### src/rtl/cnn_pkg.sv
// cnn_pkg: shared CNN feeder constants and feeder FSM state encoding
//   DATA_W      pixel width (Q1.6 signed, passed through untouched)
//   IMG_WIDTH   square image side in pixels
//   KERNEL      kernel side = output lanes = memory banks
//   ADDR_W      memory address width
//   DRAIN_BEATS zero beats appended after the last row
package cnn_pkg;
    localparam int DATA_W      = 8;
    localparam int IMG_WIDTH   = 5;
    localparam int KERNEL      = 3;
    localparam int ADDR_W      = 5;
    localparam int DRAIN_BEATS = 3;
    typedef enum logic [1:0] {S_IDLE, S_RUN, S_DRAIN, S_DONE} feeder_state_e;
endpackage

### src/rtl/feeder_addr_gen.sv
// feeder_addr_gen: row/beat counters and per-lane skewed addresses with pad flags
//   sys_clk    in   clock, rising edge
//   rst_n      in   asynchronous active-low reset
//   step       in   advance to the next beat (one issued beat per step)
//   addr       out  lane m address in [m*ADDR_W +: ADDR_W], 0 when padded
//   pad        out  lane m lies outside the image row at this beat
//   row_first  out  current beat is p==0
//   row_last   out  current beat is p==BEATS-1
//   frame_last out  current beat is the final beat of the frame
module feeder_addr_gen
    import cnn_pkg::*;
#(
    parameter int IMG_WIDTH = cnn_pkg::IMG_WIDTH,
    parameter int KERNEL    = cnn_pkg::KERNEL,
    parameter int ADDR_W    = cnn_pkg::ADDR_W
) (
    input  logic                     sys_clk,
    input  logic                     rst_n,
    input  logic                     step,
    output logic [KERNEL*ADDR_W-1:0] addr,
    output logic [KERNEL-1:0]        pad,
    output logic                     row_first,
    output logic                     row_last,
    output logic                     frame_last
);
    localparam int STEPS = IMG_WIDTH - KERNEL + 1;
    localparam int BEATS = IMG_WIDTH + KERNEL - 1;
    localparam int QW    = $clog2(STEPS + 1);
    localparam int PW    = $clog2(BEATS + 1);

    logic [QW-1:0] q;
    logic [PW-1:0] p;

    // both counters wrap to zero on the final beat, so a finished frame leaves them ready for the next
    always_ff @(posedge sys_clk or negedge rst_n) begin
        if (!rst_n) begin
            q <= '0;
            p <= '0;
        end else if (step) begin
            p <= row_last ? '0 : p + PW'(1);
            if (row_last) q <= frame_last ? '0 : q + QW'(1);
        end
    end

    assign row_first  = p == '0;
    assign row_last   = p == PW'(BEATS - 1);
    assign frame_last = row_last && q == QW'(STEPS - 1);

    // lane m reads image row q+m, delayed by m beats to produce the diagonal skew
    always_comb begin
        addr = '0;
        pad  = '0;
        for (int m = 0; m < KERNEL; m++) begin
            pad[m] = (32'(p) < m) || (32'(p) > IMG_WIDTH - 1 + m);
            if (!pad[m]) addr[m*ADDR_W +: ADDR_W] = ADDR_W'((m + 32'(q)) * IMG_WIDTH + 32'(p) - m);
        end
    end
endmodule

### src/rtl/conv_row_feeder.sv
// conv_row_feeder: streams skewed, zero-padded image rows from banked memory into the PE array
//   sys_clk    in   clock, rising edge
//   rst_n      in   asynchronous active-low reset
//   start      in   one-cycle pulse, begins a frame when idle
//   out_ready  in   downstream accepts a beat; low stalls both pipe stages
//   mem_en     out  read enable for all banks
//   mem_addr   out  lane m address in [m*ADDR_W +: ADDR_W]
//   mem_rdata  in   lane m data, one cycle after mem_en, held while mem_en low
//   x_out      out  lane m pixel in [m*DATA_W +: DATA_W]
//   x_valid    out  x_out carries a frame or drain beat
//   row_first  out  first beat of an output row
//   row_last   out  last beat of an output row
//   busy       out  frame in progress
//   frame_done out  one-cycle pulse after the last drain beat is accepted
module conv_row_feeder
    import cnn_pkg::*;
#(
    parameter int DATA_W    = cnn_pkg::DATA_W,
    parameter int IMG_WIDTH = cnn_pkg::IMG_WIDTH,
    parameter int KERNEL    = cnn_pkg::KERNEL,
    parameter int ADDR_W    = cnn_pkg::ADDR_W,
    parameter int DRAIN     = cnn_pkg::DRAIN_BEATS
) (
    input  logic                     sys_clk,
    input  logic                     rst_n,
    input  logic                     start,
    input  logic                     out_ready,
    output logic                     mem_en,
    output logic [KERNEL*ADDR_W-1:0] mem_addr,
    input  logic [KERNEL*DATA_W-1:0] mem_rdata,
    output logic [KERNEL*DATA_W-1:0] x_out,
    output logic                     x_valid,
    output logic                     row_first,
    output logic                     row_last,
    output logic                     busy,
    output logic                     frame_done
);
    localparam int DW = $clog2(DRAIN + 1);

    if (IMG_WIDTH < KERNEL || IMG_WIDTH * IMG_WIDTH > 2 ** ADDR_W) begin : g_bad_params
        $error("conv_row_feeder: IMG_WIDTH/KERNEL/ADDR_W combination is not legal");
    end

    feeder_state_e state, state_nx;
    logic [DW-1:0] dcnt;
    logic [KERNEL-1:0] ag_pad, b_live;
    logic [KERNEL*ADDR_W-1:0] ag_addr;
    logic run, adv, step, drain_end, ag_first, ag_last, ag_frame_last;

    assign adv       = out_ready;
    assign run       = state == S_RUN;
    assign step      = run && adv;
    // the extra DRAIN-state cycle lets the last drain beat be accepted before DONE
    assign drain_end = state == S_DRAIN && dcnt == DW'(DRAIN);

    feeder_addr_gen #(
        .IMG_WIDTH(IMG_WIDTH),
        .KERNEL   (KERNEL),
        .ADDR_W   (ADDR_W)
    ) u_addr_gen (
        .sys_clk   (sys_clk),
        .rst_n     (rst_n),
        .step      (step),
        .addr      (ag_addr),
        .pad       (ag_pad),
        .row_first (ag_first),
        .row_last  (ag_last),
        .frame_last(ag_frame_last)
    );

    always_ff @(posedge sys_clk or negedge rst_n) begin
        if (!rst_n) state <= S_IDLE;
        else state <= state_nx;
    end

    always_comb begin
        state_nx   = state;
        busy       = 1'b0;
        frame_done = 1'b0;
        mem_en     = 1'b0;
        mem_addr   = '0;
        unique case (state)
            S_IDLE: if (start) state_nx = S_RUN;
            S_RUN: begin
                busy     = 1'b1;
                mem_en   = adv;
                mem_addr = ag_addr;
                if (step && ag_frame_last) state_nx = S_DRAIN;
            end
            S_DRAIN: begin
                busy = 1'b1;
                if (adv && drain_end) state_nx = S_DONE;
            end
            S_DONE: begin
                frame_done = 1'b1;
                state_nx   = S_IDLE;
            end
            default: state_nx = S_IDLE;
        endcase
    end

    always_ff @(posedge sys_clk or negedge rst_n) begin
        if (!rst_n) dcnt <= '0;
        else if (state != S_DRAIN) dcnt <= '0;
        else if (adv) dcnt <= dcnt + DW'(1);
    end

    // stage B: flags registered alongside the bank read so they line up with mem_rdata
    always_ff @(posedge sys_clk or negedge rst_n) begin
        if (!rst_n) begin
            x_valid   <= 1'b0;
            b_live    <= '0;
            row_first <= 1'b0;
            row_last  <= 1'b0;
        end else if (adv) begin
            x_valid   <= run || (state == S_DRAIN && !drain_end);
            b_live    <= run ? ~ag_pad : '0;
            row_first <= run && ag_first;
            row_last  <= run && ag_last;
        end
    end

    // banks hold their data during a stall, so gating by the live mask keeps x_out frozen too
    always_comb begin
        x_out = '0;
        for (int m = 0; m < KERNEL; m++)
            if (b_live[m]) x_out[m*DATA_W +: DATA_W] = mem_rdata[m*DATA_W +: DATA_W];
    end
endmodule

### config.mk
export PLATFORM = sky130hd
export DESIGN_NAME = conv_row_feeder
export DESIGN_NICKNAME = d
export VERILOG_FILES = /design/src/rtl/cnn_pkg.sv /design/src/rtl/feeder_addr_gen.sv /design/src/rtl/conv_row_feeder.sv
export SDC_FILE = /design/constraint.sdc
export NUM_CORES = 1
export LEC_CHECK = 0
export CAP_MARGIN = 5
export CORE_AREA = 2 2 64 66
export CTS_CLUSTER_DIAMETER = 200
export DETAILED_ROUTE_END_ITERATION = 10
export DIE_AREA = 0 0 66 68
export PLACE_DENSITY = 0.82
export SKIP_LAST_GASP = 1
export SYNTH_ARGS = -nofsm -noshare
export SYNTH_HDL_FRONTEND = slang
export SYNTH_SLANG_ARGS = --single-unit
### constraint.sdc
create_clock -name sys_clk -period 3.05 [get_ports sys_clk]
set_input_delay 0.61 -clock sys_clk [delete_from_list [all_inputs] [get_ports sys_clk]]
set_output_delay 0.61 -clock sys_clk [all_outputs]
set_load 0.005 [all_outputs]
==> results of run 1 <==
metrics by stage:
| stage | util [%] | setup slack, ns | instance area [µm²] |
|---|---|---|---|
| detailed placement | 60.51 | 0.04831 | 2333 |
| global placement | 60.51 | 0.09727 | 2333 |
| CTS | 63.82 | -0.1097 | 2461 |
| floorplan | - | 0.3682 | 1453 |
| finish | 64.44 | 0.02993 | 2485 |
| global route | 64.44 | -0.06187 | 2485 |
cells by family after synthesis:
family | Yosys count
compound gates | 20
simple gates | 59
buf+inv | 17
xor+xnor | 10
mux | 8
flops | 15
fa+ha+maj | 28
sequential cells by signal, indices dropped and copies added, names as in the netlist:
signal,count
row_first,1
b_live,3
state,2
x_valid,1
u_addr_gen.p,3
u_addr_gen.q,2
dcnt,2
row_last,1
how the worst max path moves through the flow:
stage / endpoint / slack (ns) / depth (start not counted)
2_1_floorplan: mem_addr[8] / 0.37 / 8
3_3_place_gp: mem_addr[8] / 0.1 / 9
3_5_place_dp: mem_addr[8] / 0.05 / 9
4_1_cts: mem_addr[8] / -0.11 / 9
5_1_grt: mem_addr[7] / -0.06 / 9
6_report: mem_addr[7] / 0.03 / 9
placed cells by master (no fill, tap or decap), types with 2 or more instances in the layout:
| master | instances |
|---|---|
| clkdlybuf4s50_1 | 66 |
| and2_1 | 35 |
| ha_1 | 19 |
| buf_4 | 18 |
| dfrtp_1 | 15 |
| inv_1 | 14 |
| nor2_1 | 8 |
| nand2_1 | 6 |
| xor2_1 | 5 |
| mux2i_1 | 4 |
| o21ai_0 | 4 |
| nor2b_1 | 4 |
| xnor2_1 | 4 |
| a21oi_1 | 4 |
| a21o_1 | 3 |
| ha_2 | 3 |
| ha_4 | 3 |
| clkbuf_8 | 3 |
| dlygate4sd2_1 | 3 |
| nor3_1 | 2 |
| mux2_2 | 2 |
| fa_1 | 2 |
| dlymetal6s2s_1 | 2 |
report_power, final:
group / internal, mW / leakage (nW) / switching (mW) / total [mW]
sequential: 0.279 / 0.193 / 0.0947 / 0.374
clock: 0.0906 / 0.0255 / 0.0725 / 0.163
combinational: 0.907 / 0.971 / 0.646 / 1.55
cell type report:
class / count / area, µm²
fill: 341 / 1371
multi-input combinational: 125 / 1076
timing repair buffer: 91 / 868.3
sequential: 15 / 375.4
tap: 50 / 62.56
inverter: 15 / 56.30
clock buffer: 3 / 41.29
clock inverter: 1 / 5.005
per-layer routing:
metal	vias up	routed length, µm	global-route usage [%]
met5	-	0	0
met4	0	50	5.102
met3	6	336	3.289
met2	54	1874	30.68
met1	650	1565	21.16
li1	707	-	-
worst max-delay path, delay by kind of cell (launching register included):
kind	cells	cell delay, ns
buffers and inverters	3	0.47
XOR/XNOR	2	0.29
AND/OR/NAND/NOR	1	0.14
flip-flops	1	0.41
adder cells (fa/ha/maj)	3	0.85
timing repair:
item                       CTS  global route
setup endpoints to repair    5             4
hold buffers                 0             0
pin swaps                    2             3
buffers inserted             3             2
gates resized for setup     15             4
==> flow_metrics.py, run 1 <==
metrics = {
    "synthesis": {
        "synthesis.nets": 213,
        "yosys.area.top_type_share_pct": 25.84,
        "synth_top_family_by_area": "adder cells",
        "avgSynthCellArea_um2": 9.253,
        "yosys.area_share.adder_pct": 25.67,
        "yosysTopAreaCell": "dfrtp_1",
        "synth.most_common_cell": "and2_1",
        "yosysSeqAreaShare_pct": 25.84,
        "synthArstFlopShare_pct": 100.0,
        "yosysUniqueCellTypes": 31,
        "ys_ff_latch": 15,
        "synth_ff_type": "dfrtp_1",
        "syn_inst": 157,
        "synth_area_leaders": "dfrtp_1 26%, ha_1 22%, and2_1 15%",
        "synth_simple_gate_area_share_pct": 23.00,
        "synth_mux_area_share_pct": 6.029,
        "synth_edf_count": 0,
        "synth_xor_area_share_pct": 6.029,
        "synth_area_um2": 1453,
        "synth_commonest_cells": "35 x and2_1, 25 x ha_1, 15 x dfrtp_1, 15 x inv_1, 8 x nor2_1",
        "ys_warn_count": 0,
        "synth_compound_area_share_pct": 9.044,
    },
    "routing": {
        "ant_nets": 0,
        "firstDrtPassIters": 4,
        "wl_per_cell_um": 12.75,
        "num_vias": 1417,
        "drc": 0,
        "via_per_inst": 4.723,
        "first_iter_violations": 37,
        "wl_um": 3826,
    },
    "clocking": {
        "root_buffer": "clkbuf_8",
        "cts-buffers-inserted": 3,
        "htree_levels": 1,
        "worstSkewPairLatency_ns": 0.25,
        "cts_tree": "yes",
        "clockBufferDepth": 2,
        "cts_sinks": 15,
        "path_clk_slew_ns": 0.06,
    },
    "hold_path": {
        "min_path_type": "reg -> reg",
        "hold_start": "row_last",
        "hold_end": "row_last",
        "hold_path_depth": 2,
    },
    "worst_setup_path": {
        "worst_path_max_delay_cell": "fa_2",
        "required_ns": 2.44,
        "crit_path_start": "u_addr_gen.q[0]",
        "crit_path_end_kind": "output port",
        "start_kind": "flip-flop",
        "worst-setup-path-type": "reg -> out",
        "r2r-start": "u_addr_gen.q[0]",
        "reg2regPathDepth": 7,
        "crit_fanout": 3,
        "cpPeakStageDelay_ns": 0.42,
        "cp_cell_sequence": "buf_4, inv_2, ha_4, xnor2_2, xnor2_1, ha_2, fa_2, and2_1, dlygate4sd2_1",
        "worstReg2RegEnd": "state[1]",
        "cp_data_arrival_time_ns": 2.41,
        "ff2ff_setup_slack_ns": 1.24,
    },
    "final_layout": {
        "nNetsFinal": 307,
        "fin_cells": 300,
        "area_growth_pct": 71.06,
        "drive_gt1_share_pct": 15.60,
        "diodes": 0,
    },
    "power_and_ir_drop": {
        "peakVddDrop_v": 0.0005780,
        "p_leak_nw": 1.189,
        "power_mw": 2.091,
        "power_density_nw_per_um2": 841.3,
    },
    "global_routing": {
        "grt_max_degree": 16,
        "grt_pass1_vias": 1332,
        "grt.total_usage_pct": 17.20,
        "grt-ovfl-total": 0,
        "grt_pass1_wl_um": 5996,
        "antenna_found_initial": 0,
    },
    "sta": {
        "min_period_ns": 3.020,
        "slew_violations": 0,
        "tightest_slew_ns": 0.7068,
        "final.setup.tns_ns": 0,
        "hold_violations": 0,
        "setup_violations": 0,
        "whs_ns": 0.5280,
        "finalCritPeriodShare_pct": 99.02,
        "maxSlewHeadroom_pct": 52.73,
        "rsz0062_at_grt": "yes",
        "max_freq_ghz": 0.3311,
        "clock_skew_ns": 0.001673,
    },
    "run": {
        "drv_cap": 0,
    },
    "floorplan": {
        "num_rows": 23,
        "die_area_um2": 4488,
        "core_um2": 3856,
        "boundaryPins": 73,
        "start_util_pct": 37.67,
        "die_w_um": 66,
        "die_h_um": 68,
    },
    "outcome": {
        "status": "completed",
    },
    "place": {
        "dp_hpwl_um": 2962,
        "placed_cells": 291,
        "io_buffers": 72,
        "gp_congestion": 0.8163,
    },
}
Power figures use the tool's default switching activity.
==> inputs of run 2 (changes only) <==
- REMOVE_ABC_BUFFERS: default -> 1
==> flow_metrics.py, run 2 (synthesized netlist as in run 1, its figures left out) <==
metrics = {
    "power_and_ir_drop": {
        "power_density_nw_per_um2": 832.7,
        "power_mw": 2.083,
        "p_leak_nw": 1.196,
        "peakVddDrop_v": 0.0005493,
    },
    "final_layout": {
        "fillers": 309,
        "drive_gt1_share_pct": 16.33,
        "diodes": 0,
        "final_common_cell": "clkdlybuf4s50_1",
        "nNetsFinal": 302,
        "final_cell_mix": "66 x clkdlybuf4s50_1, 35 x and2_1, 18 x ha_1",
        "top_regs": "b_live x3, u_addr_gen.p x3",
        "area_growth_pct": 72.18,
    },
    "floorplan": {
        "core_um2": 3856,
        "die_w_um": 66,
        "die_area_um2": 4488,
        "die_h_um": 68,
        "start_util_pct": 37.67,
        "boundaryPins": 73,
        "num_rows": 23,
    },
    "sta": {
        "finalCritPeriodShare_pct": 97.58,
        "setup_violations": 0,
        "max_freq_ghz": 0.3360,
        "maxSlewHeadroom_pct": 56.42,
        "slew_violations": 0,
        "clock_skew_ns": 0.002331,
        "setup_ws_ns": 0.07382,
        "rsz0062_at_grt": "yes",
        "tightest_slew_ns": 0.6517,
        "min_period_ns": 2.976,
        "hold_violations": 0,
    },
    "worst_setup_path": {
        "required_ns": 2.44,
        "cp_data_arrival_time_ns": 2.37,
        "worst-setup-path-type": "reg -> out",
        "reg2regPathDepth": 5,
        "r2r-start": "u_addr_gen.p[0]",
        "start_kind": "flip-flop",
        "ff2ff_setup_slack_ns": 1.25,
        "worstReg2RegEnd": "state[1]",
        "crit_path_end_kind": "output port",
        "crit_fanout": 3,
    },
    "routing": {
        "ant_nets": 0,
        "via_per_inst": 4.661,
        "num_vias": 1375,
        "first_iter_violations": 38,
        "firstDrtPassIters": 4,
        "wl_per_cell_um": 12.49,
        "wl_um": 3685,
        "drc": 0,
    },
    "run": {
        "drv_cap": 0,
    },
    "clocking": {
        "cts_sinks": 15,
        "root_buffer": "clkbuf_8",
        "postCtsHoldBufs": 0,
        "worstSkewPairLatency_ns": 0.25,
        "cts-buffers-inserted": 3,
        "htree_levels": 1,
        "clockBufferDepth": 2,
        "cts_tree": "yes",
        "path_clk_slew_ns": 0.06,
    },
    "global_routing": {
        "grt.total_usage_pct": 16.26,
        "grt_pass1_vias": 1280,
        "grt_pass1_wl_um": 5720,
        "antenna_found_initial": 0,
        "grt-ovfl-total": 0,
        "grt_max_degree": 16,
    },
    "place": {
        "gp_congestion": 0.7640,
        "dp_hpwl_um": 2926,
        "post-place-ws_ns": 0.04032,
        "io_buffers": 72,
    },
    "outcome": {
        "status": "completed",
    },
    "hold_path": {
        "hold_end": "row_last",
        "hold_start": "row_last",
        "hold_path_depth": 2,
        "min_path_type": "reg -> reg",
    },
}
[run 2: per-layer routing]
layer  routed length (µm)  vias to the layer above  part of all wire (%)  track usage, %
li1                     -                      691                     -               -
met1                 1528                      643                    41           20.49
met2                 1920                       37                    52           28.54
met3                  213                        4                   5.8           2.796
met4                   23                        0                  0.62           5.102
met5                    0                        -                     0               0
[run 2: how the worst max path moves through the flow]
| stage | startpoint | to | slack (ns) | cells after the start |
|---|---|---|---|---|
| finish | u_addr_gen.q[0] | mem_addr[13] | 0.07 | 10 |
| floorplan | u_addr_gen.q[0] | mem_addr[8] | 0.37 | 8 |
| CTS | u_addr_gen.q[1] | mem_addr[14] | -0.13 | 10 |
| global route | u_addr_gen.q[0] | mem_addr[13] | -0.05 | 10 |
| global placement | u_addr_gen.q[0] | mem_addr[8] | 0.09 | 9 |
| detailed placement | u_addr_gen.q[0] | mem_addr[8] | 0.04 | 9 |
[run 2: per-stage QoR]
| step | hold slack, ns | std cells | util (%) | area, µm² | setup TNS [ns] |
|---|---|---|---|---|---|
| floorplan | 0.3144 | 155 | - | 1445 | 0 |
| global placement | 0.5058 | 288 | 59.93 | 2311 | 0 |
| detailed placement | 0.5148 | 288 | 59.93 | 2311 | 0 |
| CTS | 0.5240 | 294 | 62.39 | 2406 | -0.3697 |
| global route | 0.5306 | 295 | 64.86 | 2501 | -0.04631 |
| finish | 0.5214 | 295 | 64.86 | 2501 | 0 |
[run 2: worst max-delay path, stage by stage (launching register included)]
cell           delay (ns)
dfrtp_1              0.40
buf_4                0.15
ha_4                 0.16
xor2_2               0.13
ha_2                 0.16
a21o_1               0.15
ha_1                 0.17
inv_1                0.06
fa_1                 0.40
nor2b_1              0.11
dlygate4sd2_1        0.23
[run 2: repair_timing]
item / CTS / global route
endpoints found under the setup margin: 5 / 7
pin swaps: 1 / 4
setup buffers: 2 / 1
resized for setup: 8 / 18
gates cloned: 0 / 0
[run 2: final cells by class]
type	instances	area (µm²)	area share [%]
clock buffers	3	41.29	1.651
repair buffers	86	837.1	33.47
multi-input cells	125	1122	44.87
well taps	50	62.56	2.501
inverters	15	56.30	2.251
clock inverters	1	5.005	0.2001
flip-flops and latches	15	376.6	15.06
[run 2: report_power, final]
part	internal, mW	switching, mW	leakage, nW
clock network	0.0904	0.0689	0.0255
registers	0.280	0.103	0.191
logic	0.898	0.642	0.980
total	1.27	0.814	1.20
==> inputs of run 3 (changes only) <==
- GPL_TIMING_DRIVEN: default -> 0
==> flow_metrics.py, run 3 (synthesized netlist as in run 1, its figures left out) <==
metrics = {
    "floorplan": {
        "die_w_um": 66,
        "die_h_um": 68,
        "boundaryPins": 73,
        "core_um2": 3856,
        "num_rows": 23,
        "die_area_um2": 4488,
        "start_util_pct": 37.67,
    },
    "hold_path": {
        "hold_path_depth": 2,
        "hold_start": "x_valid",
        "hold_end": "x_valid",
        "min_path_type": "reg -> reg",
    },
    "power_and_ir_drop": {
        "switching_share_pct": 40.08,
        "seqPwrFrac_pct": 20.1,
        "power_density_nw_per_um2": 837.0,
        "p_clk_share_pct": 8.1,
        "peakVddDrop_v": 0.0005574,
        "p_sw_mw": 0.8097,
        "p_comb_share_pct": 71.8,
        "p_leak_nw": 1.117,
        "internal_power_mw": 1.210,
    },
    "worst_setup_path": {
        "worstReg2RegEnd": "state[1]",
        "ff2ff_setup_slack_ns": 1.18,
        "worst-setup-path-type": "reg -> out",
        "crit_path_start": "u_addr_gen.q[0]",
        "r2r-start": "u_addr_gen.p[0]",
        "start_kind": "flip-flop",
        "reg2regPathDepth": 5,
        "crit_path_end_kind": "output port",
        "required_ns": 2.44,
        "cp_data_arrival_time_ns": 2.62,
        "crit_fanout": 4,
    },
    "final_layout": {
        "top_regs": "b_live x3, u_addr_gen.p x3",
        "drive_gt1_share_pct": 13.87,
        "final_common_cell": "clkdlybuf4s50_1",
        "area_growth_pct": 66.15,
        "diodes": 0,
        "fin_cells": 288,
        "nNetsFinal": 295,
        "final_cell_mix": "68 x clkdlybuf4s50_1, 35 x and2_1, 20 x ha_1",
    },
    "sta": {
        "max_freq_ghz": 0.3097,
        "finalCritPeriodShare_pct": 105.9,
        "maxSlewHeadroom_pct": 54.99,
        "final.setup.tns_ns": -0.3123,
        "hold_violations": 0,
        "tightest_slew_ns": 0.6731,
        "min_period_ns": 3.229,
        "rsz0062_at_grt": "yes",
        "setup_ws_ns": -0.1787,
        "clock_skew_ns": 0.004937,
        "setup_violations": 2,
        "whs_ns": 0.5322,
        "slew_violations": 0,
    },
    "routing": {
        "num_vias": 1342,
        "via_per_inst": 4.660,
        "wl_um": 3785,
        "ant_nets": 0,
        "first_iter_violations": 39,
        "wl_per_cell_um": 13.14,
        "firstDrtPassIters": 4,
        "drc": 0,
    },
    "clocking": {
        "postCtsHoldBufs": 0,
        "htree_levels": 1,
        "clockBufferDepth": 2,
        "cts_sinks": 15,
        "root_buffer": "clkbuf_8",
        "cts_tree": "yes",
        "cts-buffers-inserted": 3,
        "worstSkewPairLatency_ns": 0.25,
        "path_clk_slew_ns": 0.06,
    },
    "run": {
        "drv_cap": 0,
    },
    "outcome": {
        "status": "complete, but fails checks",
        "violations": "setup timing",
    },
    "place": {
        "gp_congestion": 0.7311,
        "placed_cells": 277,
        "dp_hpwl_um": 2804,
        "post-place-ws_ns": -0.2354,
        "io_buffers": 72,
    },
    "global_routing": {
        "grt.total_usage_pct": 16.19,
        "antenna_found_initial": 0,
        "grt-ovfl-total": 0,
        "grt_pass1_vias": 1167,
        "grt_max_degree": 16,
        "grt_pass1_wl_um": 5602,
    },
}
run 3: changes by cell type in the layout (fill, tap and decap cells not counted), sizes merged:
cell and delta:
clkdlybuf4s15 +1, dlygate4sd2 -2, buf -7, dlymetal6s2s -2, clkdlybuf4s50 +2, clkbuf +1
run 3: timing repair:
item / CTS / global route
pin swaps: 0 / 6
setup endpoints to repair: 8 / 15
gates resized for setup: 10 / 16
setup buffers: 6 / 1
run 3: area by class of cell:
type | count | area (µm²)
clock inverter | 1 | 5.005
clock buffer | 3 | 41.29
fill | 338 | 1443
timing repair buffer | 79 | 773.2
tap | 50 | 62.56
multi-input combinational | 125 | 1095
sequential | 15 | 380.4
inverter | 15 | 56.30
run 3: worst max path at each step:
stage | slack [ns] | endpoint
after floorplan | 0.37 | mem_addr[8]
after detailed placement | -0.24 | mem_addr[9]
after CTS | -0.20 | mem_addr[13]
final | -0.18 | mem_addr[14]
after global routing | -0.27 | mem_addr[14]
after global placement | -0.23 | mem_addr[9]
run 3: worst max-delay path, cell delays in order (launching register included):
cell and delay (ns):
dfrtp_2 0.46, ha_4 0.19, xor2_1 0.15, ha_1 0.17
a21o_1 0.08, ha_1 0.13, inv_1 0.04, fa_1 0.36
xor2_1 0.15, and2_1 0.14, clkdlybuf4s50_1 0.49
run 3: metal layers:
layer / vias up / global-route usage (%) / part of all wire (%)
met1: 623 / 20.34 / 43
li1: 676 / - / -
met2: 38 / 27.53 / 50
met3: 5 / 3.783 / 5.6
met4: 0 / 5.357 / 1.2
met5: - / 0 / 0
run 3: stage by stage:
stage               power [mW]  instance area [µm²]  util [%]
floorplan                1.116                 1445         -
global placement         1.668                 2228     57.79
detailed placement       1.684                 2228     57.79
CTS                      1.921                 2333     60.51
global route             2.232                 2414     62.59
finish                   2.020                 2414     62.59
run 3: power by group through the flow:
| stage | combinational [mW] | clock (mW) | sequential [mW] |
|---|---|---|---|
| CTS | 1.36 | 0.171 | 0.386 |
| global placement | 1.26 | 0 | 0.408 |
| finish | 1.45 | 0.163 | 0.407 |
| detailed placement | 1.27 | 0 | 0.412 |
| global route | 1.63 | 0.183 | 0.423 |
| floorplan | 0.742 | 0 | 0.374 |
